==> src/rtl/loong_pkg.sv <==
// Shared constants, types and FSM encoding for the LOONG_ENC core arbiter.
package loong_pkg;
   localparam int NIBBLES = 16;
   localparam int BLOCK_W = 64;

   typedef logic [3:0]         nibble_t;
   typedef logic [BLOCK_W-1:0] block_t;

   typedef enum logic [1:0] {IDLE, LAUNCH, WAIT, RESPOND} arb_state_t;
endpackage

==> src/rtl/loong_rr_picker.sv <==
// Combinational one-hot picker: first valid requester after i_rr_ptr, wrapping.
// LOONG_ARB_FIXED_PRIO_EN switches to fixed priority (lowest index wins, i_rr_ptr ignored).
module loong_rr_picker
   import loong_pkg::*;
#(
   parameter  int NUM_REQ = 2,
   localparam int IDW     = (NUM_REQ > 1) ? $clog2(NUM_REQ) : 1
) (
   input  logic [NUM_REQ-1:0] i_req_valid,
   input  logic [IDW-1:0]     i_rr_ptr,
   output logic [NUM_REQ-1:0] o_grant,
   output logic [IDW-1:0]     o_grant_id
);
   int   w_idx;
   logic w_found;

   always_comb begin
      o_grant    = '0;
      o_grant_id = '0;
      w_found    = 1'b0;
      w_idx      = 0;
      for (int k = 0; k < NUM_REQ; k++) begin
`ifdef LOONG_ARB_FIXED_PRIO_EN
         w_idx = k;
`else
         // Search starts one past the last winner so it drops to lowest priority.
         w_idx = int'(i_rr_ptr) + 1 + k;
         if (w_idx >= NUM_REQ) w_idx = w_idx - NUM_REQ;
`endif
         if (!w_found && i_req_valid[w_idx]) begin
            w_found          = 1'b1;
            o_grant[w_idx]   = 1'b1;
            o_grant_id       = IDW'(w_idx);
         end
      end
   end
endmodule

==> src/rtl/loong_core_arbiter.sv <==
// Shares one LOONG_ENC core among NUM_REQ requesters: arbitrate, pulse do_loong, wait, return result.
// Define LOONG_ARB_FIXED_PRIO_EN for fixed lowest-index priority instead of round robin.
module loong_core_arbiter
   import loong_pkg::*;
#(
   parameter  int NUM_REQ      = 2,
   parameter  int CORE_LATENCY = 20,
   localparam int IDW          = (NUM_REQ > 1) ? $clog2(NUM_REQ) : 1
) (
   input  logic                       clk,
   input  logic                       reset,
   input  logic [NUM_REQ-1:0]         req_valid,
   output logic [NUM_REQ-1:0]         req_ready,
   input  logic [NUM_REQ*BLOCK_W-1:0] req_plaintext,
   input  logic [NUM_REQ*BLOCK_W-1:0] req_key,
   output logic                       rsp_valid,
   input  logic                       rsp_ready,
   output logic [IDW-1:0]             rsp_id,
   output logic [BLOCK_W-1:0]         rsp_ciphertext,
   output logic                       core_do_loong,
   output logic [BLOCK_W-1:0]         core_plaintext,
   output logic [BLOCK_W-1:0]         core_round_key,
   input  logic [BLOCK_W-1:0]         core_ciphertext
);
   localparam int CNTW = (CORE_LATENCY > 1) ? $clog2(CORE_LATENCY) : 1;

   arb_state_t       r_state;
   logic [IDW-1:0]   r_id;
   logic [CNTW-1:0]  r_cnt;
   logic             r_rsp_valid;
   logic [IDW-1:0]   r_rsp_id;
   block_t           r_rsp_ct;
   logic             r_do;
   block_t           r_pt;
   block_t           r_key;

   logic [NUM_REQ-1:0] w_grant;
   logic [IDW-1:0]     w_grant_id;
   logic [IDW-1:0]     w_rr_ptr;
   logic               w_accept;
   block_t             w_pt_arr  [NUM_REQ];
   block_t             w_key_arr [NUM_REQ];

   for (genvar g = 0; g < NUM_REQ; g++) begin : g_unpack
      assign w_pt_arr[g]  = req_plaintext[g*BLOCK_W +: BLOCK_W];
      assign w_key_arr[g] = req_key[g*BLOCK_W +: BLOCK_W];
   end

`ifdef LOONG_ARB_FIXED_PRIO_EN
   assign w_rr_ptr = '0;
`else
   logic [IDW-1:0] r_rr_ptr;
   assign w_rr_ptr = r_rr_ptr;

   always_ff @(posedge clk or negedge reset) begin
      if (!reset)        r_rr_ptr <= IDW'(NUM_REQ-1);
      else if (w_accept) r_rr_ptr <= w_grant_id;
   end
`endif

   loong_rr_picker #(.NUM_REQ(NUM_REQ)) u_picker (
      .i_req_valid (req_valid),
      .i_rr_ptr    (w_rr_ptr),
      .o_grant     (w_grant),
      .o_grant_id  (w_grant_id)
   );

   // Grant only while idle; the picker output is already qualified by req_valid.
   assign req_ready = (r_state == IDLE) ? w_grant : '0;
   assign w_accept  = (r_state == IDLE) && (|w_grant);

   always_ff @(posedge clk or negedge reset) begin
      if (!reset) begin
         r_state     <= IDLE;
         r_id        <= '0;
         r_cnt       <= '0;
         r_rsp_valid <= 1'b0;
         r_rsp_id    <= '0;
         r_rsp_ct    <= '0;
         r_do        <= 1'b0;
         r_pt        <= '0;
         r_key       <= '0;
      end else begin
         r_do <= 1'b0;
         case (r_state)
            IDLE: if (w_accept) begin
               r_pt    <= w_pt_arr[w_grant_id];
               r_key   <= w_key_arr[w_grant_id];
               r_id    <= w_grant_id;
               r_do    <= 1'b1;
               r_state <= LAUNCH;
            end
            LAUNCH: begin
               r_cnt   <= CNTW'(CORE_LATENCY-1);
               r_state <= WAIT;
            end
            WAIT: if (r_cnt == '0) begin
               r_rsp_ct    <= core_ciphertext;
               r_rsp_id    <= r_id;
               r_rsp_valid <= 1'b1;
               r_state     <= RESPOND;
            end else begin
               r_cnt <= r_cnt - 1'b1;
            end
            RESPOND: if (rsp_ready) begin
               r_rsp_valid <= 1'b0;
               r_state     <= IDLE;
            end
            default: r_state <= IDLE;
         endcase
      end
   end

   assign rsp_valid      = r_rsp_valid;
   assign rsp_id         = r_rsp_id;
   assign rsp_ciphertext = r_rsp_ct;
   assign core_do_loong  = r_do;
   assign core_plaintext = r_pt;
   assign core_round_key = r_key;
endmodule

==> config.mk <==
export PLATFORM = sky130hd
export DESIGN_NAME = loong_core_arbiter
export DESIGN_NICKNAME = d
export VERILOG_FILES = /design/src/rtl/loong_pkg.sv /design/src/rtl/loong_rr_picker.sv /design/src/rtl/loong_core_arbiter.sv
export SDC_FILE = /design/constraint.sdc
export NUM_CORES = 1
export LEC_CHECK = 0
export CAP_MARGIN = 20
export CORE_AREA = 2 2 205 207
export CTS_BUF_LIST = sky130_fd_sc_hd__clkbuf_4
export DETAILED_ROUTE_END_ITERATION = 6
export DIE_AREA = 0 0 207 209
export HOLD_SLACK_MARGIN = 0.02
export MAX_ROUTING_LAYER = met4
export PLACE_DENSITY_LB_ADDON = 0.1
export SYNTH_ARGS = -nofsm -noshare
export SYNTH_HDL_FRONTEND = slang
export SYNTH_SLANG_ARGS = --single-unit
export TNS_END_PERCENT = 50
==> constraint.sdc <==
create_clock -name clk -period 2.3 [get_ports clk]
set_clock_uncertainty 0.05 [all_clocks]
set_input_delay 0.23 -clock clk [delete_from_list [all_inputs] [get_ports clk]]
set_output_delay 0.23 -clock clk [all_outputs]
set_load 0.02 [all_outputs]
==> metrics.txt <==
run status=complete, no violations; die extent in x=207 um; xor and xnor fraction of the mapped netlist area=0; biggest cell delay along the critical path=0.57 ns; DR vias/cell=4.240; Critical Path AT=2.86 ns; final critical path time including I/O delays and setup=2.234 ns; post-route ant nets=0; switch share=0.3756; port buffer count=521; register area=5106 sq um; Worst Setup Slack post-DPL=0.1330 ns; clock sinks=204; Cell Rows=75; register-to-register setup slack=0.07 ns; area fraction of the dominant cell type after synthesis=0.5728; routed wl met3=2.819 mm; main combinational cell family by area after synthesis=simple AND/OR/NAND/NOR gates; clock buffer depth=3; Starting Density=0.2148; Initial DRC Count=307; share of synthesized cell area in full adder, half adder and majority cells=0.008465; clock tree from TritonCTS=done; die area=43260 sq um; remaining global-route overflow=0; uppermost signal routing layer after detailed routing=met4; sequential share of the synthesized area=0.5758; critical path cell sequence=inv_2 -> ha_4 -> buf_4 -> o21a_4 -> clkbuf_16 -> buf_16 -> nor2_1 -> a31oi_1 -> dlygate4sd3_1; Synth cell types=31; GR Util All Layers=0.1812; Root Buffer=clkbuf_4; clock input transition at the sequential cells of the worst setup and hold paths=0.06 ns; max-cap check violation count=0; warning count from the yosys run=0; FMAX=447.7 MHz; part of the total power dissipated in sequential elements=0.279; Req. time, crit path=2.93 ns; type of the worst setup path=reg2reg; Startpoint Class=flop; post-synth design cell area=8869 sq um; share of power burned in combinational logic=0.576; depth of the most critical reg-to-reg path=9; cell taking the most area after synthesis=dfrtp_1; # IOs=522; final worst hold slack=0.05454 ns; multi-input combinational cell area=3500 sq um; total length of routed wires=40.63 mm; endpoint of the worst-slack reg-to-reg timing path=core_plaintext[50]; ratio of final minimum period to clock period=0.9712; clock latency on the worst-skew pair=0.74 ns; endpoint class of the critical path=flop; share of the synthesized area in compound gates (AO/OA/AOI/OAI)=0.1010; antenna violations before repair=2; placer congestion estimate=0.7716; routed vias=10090; # fillers=3970; number of pins exceeding their max-slew limit in the final report=0; DR DRC count=0; top cell family by delay on the critical path=buffers and inverters; mean post-synth cell area=9.854 sq um; setup violation total in the final timing report=0; total routed wire length on the met1 layer=16.11 mm; via count of the first global-routing pass=10670; core outline area=41290 sq um; number of nets produced by synthesis=1231; first-pass GRT wire length=59.85 mm; end point of the most critical hold path=core_round_key[49]; critical hold path startpoint=req_key[113]; relative contribution of the clock network to total power=0.145; final setup slack of the worst path=0.06625 ns; leakage=8.264 nW; worst min path class=in2reg; Layout Nets=2125; number of optimization iterations in the first detailed-route pass=5; largest voltage drop on the vdd net=0.5121 mV; fraction of synthesized area in multiplexers=0.1026; Critical R2R Launch=r_state[1]; share of post-route cells with drive strength above 1=0.1218; clock buffer count from CTS=61; setup repair after global routing missed its margin=yes; internal power component=14.59 mW; PD cells=1207 nW/um^2; worst hold path stage count=3; simple-gate share of the synthesized area=0.1772; HPWL after detailed placement=26.40 mm; average detailed-routed wire length per instance=17.07 um; largest net degree at the start of global routing=75; Slew HR=0.7601; number of register bits inferred by synthesis=204; leading post-synthesis cells by cell area=dfrtp_1, nand2_1, a31oi_1; layout overhead on the synthesized area=118.2%; commonest non-fill, non-tap cell in the layout=clkdlybuf4s50_1; number of levels the H-tree was split into=2; maximum fanout along the worst path=8; floorplan die height=209 um; total met2 wirelength after detailed routing=20.37 mm; final hold vios=0; cell with the biggest individual delay on the critical path=dlygate4sd3_1; pin slew with the least headroom to its limit=0.3598 ns; crit path buf inv count=5; switching power=8.775 mW; most frequent cells in the layout=clkdlybuf4s50_1, dlygate4sd3_1, nand2_1; Mapped Cells=900
layout make-up:
type	instances	share of cell area
multi-input combinational	624	0.1808
inverter	7	0.001358
clock buffer	88	0.03413
timing repair buffer	896	0.4809
antenna	2	0.0002586
clock inverter	20	0.003879
tap	539	0.03484
sequential	204	0.2638
per-stage QoR:
| stage | std cells | power, mW | instance area (sq um) | setup TNS (ns) | utilization |
|---|---|---|---|---|---|
| floorplan | 900 | 11.80 | 8869 | 0 | - |
| CTS | 2356 | 23.17 | 18890 | 0 | 0.4575 |
| finish | 2380 | 23.37 | 19350 | 0 | 0.4688 |
| detailed placement | 1924 | 17.47 | 14880 | 0 | 0.3605 |
| global placement | 1924 | 17.43 | 14880 | 0 | 0.3605 |
| global route | 2380 | 25.02 | 19350 | -0.2301 | 0.4688 |
synth_stat cells:
master     instances
nor2_1           132
ha_1               6
mux2_2            27
or3b_1             1
inv_1              7
clkbuf_1          53
buf_6              5
a221oi_1           1
a21bo_2            1
o21ai_0            3
a2bb2oi_1          2
a21oi_1            3
or3b_4             1
buf_2              2
nor2b_1            2
nand3_1            2
nor3_1             1
nand2b_1           2
o21bai_1           1
buf_1              5
and2_1             1
o21a_1             1
mux2i_1            2
or4b_2             1
nand2_1          263
a21boi_0           1
dfstp_2            1
and3_1             2
a31oi_1          129
dfrtp_1          203
mux2_4            39
kinds of logic (layout without fill, tap and decap cells):
logic type                 after synthesis  count (layout)
and+or+nand+nor                        408             408
DFF                                    204             204
AOI/OAI and AO/OA                      142             142
buffers and inverters                   72            1011
muxes                                   68              68
adders and majority gates                6               6
other                                    0               2
per-layer routing:
metal	vias up	GRT usage
met4	0	0.07783
met5	-	-
li1	4845	-
met3	79	0.05741
met2	368	0.3010
met1	4799	0.2003
sequential cells by signal, summed over array words and instances, names as in the netlist:
register / cells
core_plaintext: 64
rsp_valid: 1
r_id: 1
rsp_id: 1
core_round_key: 64
r_cnt: 5
r_rr_ptr: 1
r_state: 2
rsp_ciphertext: 64
core_do_loong: 1
worst register-to-register path, cell delays in order, from the launching register on:
cell and delay, ns:
dfrtp_1 0.40, inv_2 0.09, ha_4 0.15, buf_4 0.12
o21a_4 0.24, clkbuf_16 0.21, buf_16 0.13, nor2_1 0.05
a31oi_1 0.15, dlygate4sd3_1 0.57
worst max-delay path by stage:
| stage | startpoint | end | slack [ns] | depth (start not counted) |
|---|---|---|---|---|
| 3_3_place_gp | r_cnt[0] | rsp_ciphertext[12] | 0.14 | 6 |
| 3_5_place_dp | r_cnt[0] | rsp_ciphertext[12] | 0.13 | 6 |
| 2_1_floorplan | r_cnt[0] | rsp_ciphertext[12] | 0.19 | 7 |
| 5_1_grt | r_state[1] | core_plaintext[50] | -0.03 | 9 |
| 6_report | r_state[1] | core_plaintext[50] | 0.07 | 9 |
| 4_1_cts | r_state[1] | core_plaintext[57] | 0.02 | 9 |
repair_timing:
item | CTS | global route
hold buffers | 323 | 25
endpoints found under the setup margin | 2 | 98
hold endpoints to repair | 396 | 25
buffers inserted | 1 | 15
gates resized for setup | 13 | 36
gates cloned | 0 | 9
power groups by stage:
stage	sequential (mW)	combinational, mW	clock, mW
after floorplan	8.55	3.25	0
after global placement	6.52	10.9	0
after detailed placement	6.56	10.9	0
after CTS	6.52	13.0	3.59
after global routing	6.76	14.5	3.79
final	6.51	13.5	3.40
(Power assumes the default switching activity.)
